**src/rtl/nexys_rst_gen.sv**
```systemverilog
// Board reset conditioner for the Nexys SoC: synchronises button and clock-lock,
// sequences the SoC/JTAG resets and records the last reset cause.
// Optional button debounce filter is compiled in with `define NEXYS_RST_DEBOUNCE_EN.
module nexys_rst_gen #(
  parameter int unsigned DEBOUNCE_CYCLES = 100000,
  parameter int unsigned HOLD_CYCLES     = 1024
) (
  input  logic       clk_i,
  input  logic       rst_ni,
  input  logic       btn_rst_ni,
  input  logic       clk_locked_i,
  output logic       soc_rst_no,
  output logic       jtag_trst_no,
  output logic [1:0] rst_cause_o
);

  localparam int unsigned HOLD_W = (HOLD_CYCLES > 1) ? $clog2(HOLD_CYCLES) : 1;
  localparam logic [HOLD_W-1:0] HOLD_LAST = HOLD_W'(HOLD_CYCLES - 1);
  localparam logic [HOLD_W-1:0] HOLD_MAX  = {HOLD_W{1'b1}};

  localparam logic [1:0] CAUSE_POR  = 2'b00;
  localparam logic [1:0] CAUSE_BTN  = 2'b01;
  localparam logic [1:0] CAUSE_LOCK = 2'b10;

  typedef enum logic [1:0] {
    WAIT_LOCK = 2'b00,
    HOLD      = 2'b01,
    RUN       = 2'b10,
    BTN       = 2'b11
  } state_e;

  // Two-flop synchronisers; button idles released, lock idles unlocked.
  logic btn_meta_q, btn_sync_q;
  logic lock_meta_q, lock_sync_q;

  always_ff @(posedge clk_i or negedge rst_ni) begin
    if (!rst_ni) begin
      btn_meta_q  <= 1'b1;
      btn_sync_q  <= 1'b1;
      lock_meta_q <= 1'b0;
      lock_sync_q <= 1'b0;
    end else begin
      btn_meta_q  <= btn_rst_ni;
      btn_sync_q  <= btn_meta_q;
      lock_meta_q <= clk_locked_i;
      lock_sync_q <= lock_meta_q;
    end
  end

  logic btn_db;

`ifdef NEXYS_RST_DEBOUNCE_EN
  localparam int unsigned DB_W = (DEBOUNCE_CYCLES > 1) ? $clog2(DEBOUNCE_CYCLES) : 1;
  localparam logic [DB_W-1:0] DB_LAST = DB_W'(DEBOUNCE_CYCLES - 1);
  localparam logic [DB_W-1:0] DB_MAX  = {DB_W{1'b1}};

  logic [DB_W-1:0] db_cnt_q, db_cnt_d;
  logic            btn_db_q, btn_db_d;

  // Accept a new button level only after it has been stable for DEBOUNCE_CYCLES.
  always_comb begin
    db_cnt_d = '0;
    btn_db_d = btn_db_q;
    if (btn_sync_q != btn_db_q) begin
      if (db_cnt_q == DB_LAST) begin
        btn_db_d = ~btn_db_q;
      end else if (db_cnt_q != DB_MAX) begin
        db_cnt_d = db_cnt_q + DB_W'(1);
      end else begin
        db_cnt_d = db_cnt_q;
      end
    end
  end

  always_ff @(posedge clk_i or negedge rst_ni) begin
    if (!rst_ni) begin
      db_cnt_q <= '0;
      btn_db_q <= 1'b1;
    end else begin
      db_cnt_q <= db_cnt_d;
      btn_db_q <= btn_db_d;
    end
  end

  assign btn_db = btn_db_q;
`else
  // Filter compiled out: DEBOUNCE_CYCLES is accepted but has no effect.
  if (DEBOUNCE_CYCLES == 0) begin : g_db_unused
  end

  assign btn_db = btn_sync_q;
`endif

  state_e            state_q, state_d;
  logic [HOLD_W-1:0] hold_cnt_q, hold_cnt_d;
  logic [1:0]        cause_q, cause_d;
  logic              soc_rst_q, soc_rst_d;
  logic              jtag_trst_q, jtag_trst_d;

  // Next-state logic; lock loss has priority over the button everywhere.
  always_comb begin
    state_d     = state_q;
    hold_cnt_d  = '0;
    cause_d     = cause_q;
    soc_rst_d   = 1'b0;
    jtag_trst_d = jtag_trst_q;

    unique case (state_q)
      WAIT_LOCK: begin
        if (lock_sync_q && btn_db) begin
          state_d = HOLD;
        end
      end
      HOLD: begin
        if (!lock_sync_q) begin
          state_d = WAIT_LOCK;
        end else if (!btn_db) begin
          state_d = BTN;
        end else if (hold_cnt_q == HOLD_LAST) begin
          state_d = RUN;
        end else if (hold_cnt_q != HOLD_MAX) begin
          hold_cnt_d = hold_cnt_q + HOLD_W'(1);
        end else begin
          hold_cnt_d = hold_cnt_q;
        end
      end
      RUN: begin
        if (!lock_sync_q) begin
          state_d = WAIT_LOCK;
          cause_d = CAUSE_LOCK;
        end else if (!btn_db) begin
          state_d = BTN;
          cause_d = CAUSE_BTN;
        end
      end
      BTN: begin
        if (!lock_sync_q) begin
          state_d = WAIT_LOCK;
        end else if (btn_db) begin
          state_d = HOLD;
        end
      end
      default: begin
        state_d = WAIT_LOCK;
      end
    endcase

    // Outputs follow the next state so they update on the same edge as the FSM.
    soc_rst_d = (state_d == RUN);
    if (state_d == RUN) begin
      jtag_trst_d = 1'b1;
    end
  end

  always_ff @(posedge clk_i or negedge rst_ni) begin
    if (!rst_ni) begin
      state_q     <= WAIT_LOCK;
      hold_cnt_q  <= '0;
      cause_q     <= CAUSE_POR;
      soc_rst_q   <= 1'b0;
      jtag_trst_q <= 1'b0;
    end else begin
      state_q     <= state_d;
      hold_cnt_q  <= hold_cnt_d;
      cause_q     <= cause_d;
      soc_rst_q   <= soc_rst_d;
      jtag_trst_q <= jtag_trst_d;
    end
  end

  assign soc_rst_no   = soc_rst_q;
  assign jtag_trst_no = jtag_trst_q;
  assign rst_cause_o  = cause_q;

endmodule

```
**config.mk**
```make
export PLATFORM = sky130hd
export DESIGN_NAME = nexys_rst_gen
export DESIGN_NICKNAME = d
export VERILOG_FILES = /design/src/rtl/nexys_rst_gen.sv
export SDC_FILE = /design/constraint.sdc
export NUM_CORES = 1
export LEC_CHECK = 0
export CORE_ASPECT_RATIO = 1.1
export CORE_MARGIN = 5
export CORE_UTILIZATION = 40
export CTS_CLUSTER_SIZE = 16
export DETAILED_ROUTE_END_ITERATION = 10
export PLACE_DENSITY = 0.61
export SYNTH_ARGS = -nofsm -noshare
export SYNTH_HDL_FRONTEND = slang
export SYNTH_SLANG_ARGS = --single-unit
```
**constraint.sdc**
```tcl
create_clock -name clk_i -period 1.8 [get_ports clk_i]
set_input_delay 0.36 -clock clk_i [delete_from_list [all_inputs] [get_ports clk_i]]
set_output_delay 0.36 -clock clk_i [all_outputs]
set_load 0.05 [all_outputs]
```
==> key figures <==
Critical path
  • Crit-path cells: ha_1, nand4_2, or3_1, o221a_2
  • Reg2reg path depth: 4
  • Crit path max-delay family: simple AND/OR/NAND/NOR gates
  • Reg2reg setup slack: between 0.1 and 0.15 ns
  • Slowest Stage Delay on Critical Path: around 0.44 ns
  • Worst path buffer plus inverter count: 0
  • Crit path required time: ~2.0 ns
  • Crit path launch type: flop
  • Critical path type: reg2reg
  • Slowest CP cell: dfrtp_1
  • Reg2reg end: state_q[0]
  • CP Capture Type: flop
  • R2R Path Start: hold_cnt_q[0]
  • Crit path DAT: roughly 1.9 ns
  • CP max FO: 8

Die
  • Core area: between 2000 and 2500 um2
  • Initial Utilization: 0.427
  • Die ar.: roughly 3200 um2
  • Die Wd: 54.7 um
  • Die Height: about 59 um
  • # IOs: 8
  • Site row count: 17

Cells and area
  • Layout cells sized above 1: 0.187
  • Design area: roughly 1000 um2
  • N_diodes: 0
  • Final #Nets: between 90 and 100
  • Area delta synth->final: 16.8%

Timing
  • Worst-margin pin slew: 0.462 ns
  • Clk_skew: 0.00796 ns
  • Hold Slack: 0.362 ns
  • Relative slew margins: 0.689
  • Achievable clock frequency: around 600 MHz
  • RSZ-0062 raised after global routing: no
  • Setup TNS: 0 ns
  • Slew Viols, Final: 0
  • Count of final setup violators: 0
  • Fin crit period: 1.66 ns
  • Final Cycle Share: 0.924
  • Final Hold Viols: 0

Routing
  • DR pass1 iterations: 4
  • ANT nets after route: 0
  • Drt drc: 0
  • Initial DRC Count: 8
  • DR WL/cell: about 13 um
  • Routed wire length: 1.57 mm
  • Number of vias after detailed routing: 644
  • Vias/cell: 5.41

Clock network
  • PostCTS Resize Cnt: 0
  • Number of buffers created by CTS: 3
  • H-tree levels: 1
  • Cts hold-fix bufs: 0
  • Setup Fix Bufs, Post-CTS: 0
  • Clock Pin Slew Worst Setup and Hold Paths: 0.12 ns
  • Clock Latency Late Sink: 0.30 ns
  • CTS tree: yes
  • Longest Clk Path Bufs: 2
  • Num Clock Sinks: 20
  • Clk root buf: clkbuf_4

Hold path
  • HP Class: reg2reg
  • Hold depth: 0
  • Worst Hold End: lock_sync_q
  • Hold path start: lock_meta_q

Placed design
  • GP Congestion: between 0.8 and 0.9
  • HPWL Detailed: 1.13 mm
  • Cell Area, Placed: roughly 1000 um2
  • Port bufs: 7

Synthesis
  • Top FF cell, synth: dfrtp_1
  • Cell variety after synth: 28
  • Sequential-to-total area share from yosys stat: 0.571
  • Syn Nets: 86
  • EDFF count, synth: 0
  • Combinational family with the most area after synthesis: simple AND/OR/NAND/NOR gates
  • Complex-gate fraction of the synthesized area: 0.155
  • FF+latch count, synth: 20
  • Adder-Cell Fraction of Synth Area: 0.0142
  • Syn_area_per_cell: about 11 um2
  • Synth warn: 0
  • Synth Area in XOR/XNOR: 0.0398
  • Post-synth ARST share: 1.00
  • Post-Synth Simple-Gate Area: 0.199
  • Synthesized area: slightly below 900 um2
  • Mapped Cells: 81
  • Mux contribution to synthesized area: 0

GRT
  • Total GRT Usage: 0.122
  • Vias in the first global route: 620
  • Grt ovf: 0
  • Largest net degree at the start of global routing: 21
  • Global routing usage on met3: 0.0353
  • Initial antenna violation count: 0
  • Global-route wire length before repair: between 2 and 3 mm
  • Met1 GRT Util: 0.163
  • M2 GR Usage: 0.174
  • GRT busiest layer: met2

Run status
  • Status: finished clean

Job
  • Max-cap viol count: 0

Power
  • Leakage: roughly 0.43 nW
  • Power Density: 1040 nW/um2
  • Maximum VDD drop: 0.546 mV
final cells by class:
type / instances / area [um2]
Fill cell: 188 / 1030
Sequential cell: 20 / 503
Multi-Input combinational cell: 56 / 359
Timing Repair Buffer: 8 / 67.6
Tap cell: 28 / 35.0
Clock inverter: 1 / 30.0
Clock buffer: 3 / 22.5
Inverter: 3 / 11.3
cells by family after synthesis:
kind of cell | after synthesis
flops | 20
xor+xnor | 4
buf+inv | 5
compound gates | 21
fa+ha+maj | 1
simple gates | 30
Yosys cell counts, types with 2 or more instances:
cell,number,area share
a21oi_1,5,0.028
clkbuf_1,2,0.0085
dfrtp_1,18,0.51
dfstp_2,2,0.060
inv_1,3,0.013
nand2_1,5,0.021
nand3_1,5,0.028
nand4_2,2,0.028
nor2_1,5,0.021
nor2b_1,2,0.014
nor3_1,2,0.011
o21ai_0,7,0.040
o221a_2,2,0.026
o31ai_1,2,0.017
or3_1,4,0.028
xor2_1,3,0.030
layout by cell type, fill, tap and decap left out, types with 2 or more instances in the layout:
cell / instances
dfrtp_1: 18
o21ai_0: 7
nand2_1: 5
nand3_1: 5
a21oi_1: 5
nor2_1: 5
buf_4: 5
or3_1: 4
inv_1: 3
xor2_1: 3
clkbuf_4: 3
clkdlybuf4s50_1: 3
nor2b_1: 2
nand4_2: 2
nor3_1: 2
o221a_2: 2
o31ai_1: 2
dfstp_2: 2
how the worst max path moves through the flow:
| stage | depth (start not counted) | from | endpoint |
|---|---|---|---|
| floorplan | 4 | hold_cnt_q[0] | state_q[0] |
| global placement | 4 | hold_cnt_q[0] | state_q[0] |
| detailed placement | 4 | hold_cnt_q[0] | state_q[0] |
| CTS | 4 | hold_cnt_q[0] | state_q[0] |
| global route | 4 | hold_cnt_q[0] | state_q[0] |
| finish | 4 | hold_cnt_q[0] | state_q[0] |
metrics by stage:
stage               power (mW)  cells  worst slack, ns  utilization
floorplan                0.645     81            0.308            -
global placement         0.715    115            0.242        0.473
detailed placement       0.716    115            0.176        0.473
CTS                       1.09    119            0.149        0.498
global route              1.12    119           0.0173        0.498
finish                    1.07    119            0.138        0.498
registers in the layout (all words and copies together), names as in the netlist:
signal,cells
btn_db,1
btn_meta_q,1
hold_cnt_q,10
jtag_trst_no,1
lock_meta_q,1
lock_sync_q,1
rst_cause_o,2
soc_rst_no,1
state_q,2
per-layer routing:
layer / up-vias / routed length, um
met5: - / 0
met2: 15 / 708
met4: 0 / 24
met3: 4 / 66
li1: 314 / -
met1: 311 / 771
power breakdown:
part	internal (mW)	leakage, nW	switching, mW	total, mW
sequential	0.485	0.259	0.0263	0.512
clock	0.225	0.0279	0.138	0.364
combinational	0.0635	0.144	0.130	0.193
total	0.774	0.430	0.295	1.07
No activity file was read; power rests on OpenSTA's default activity.
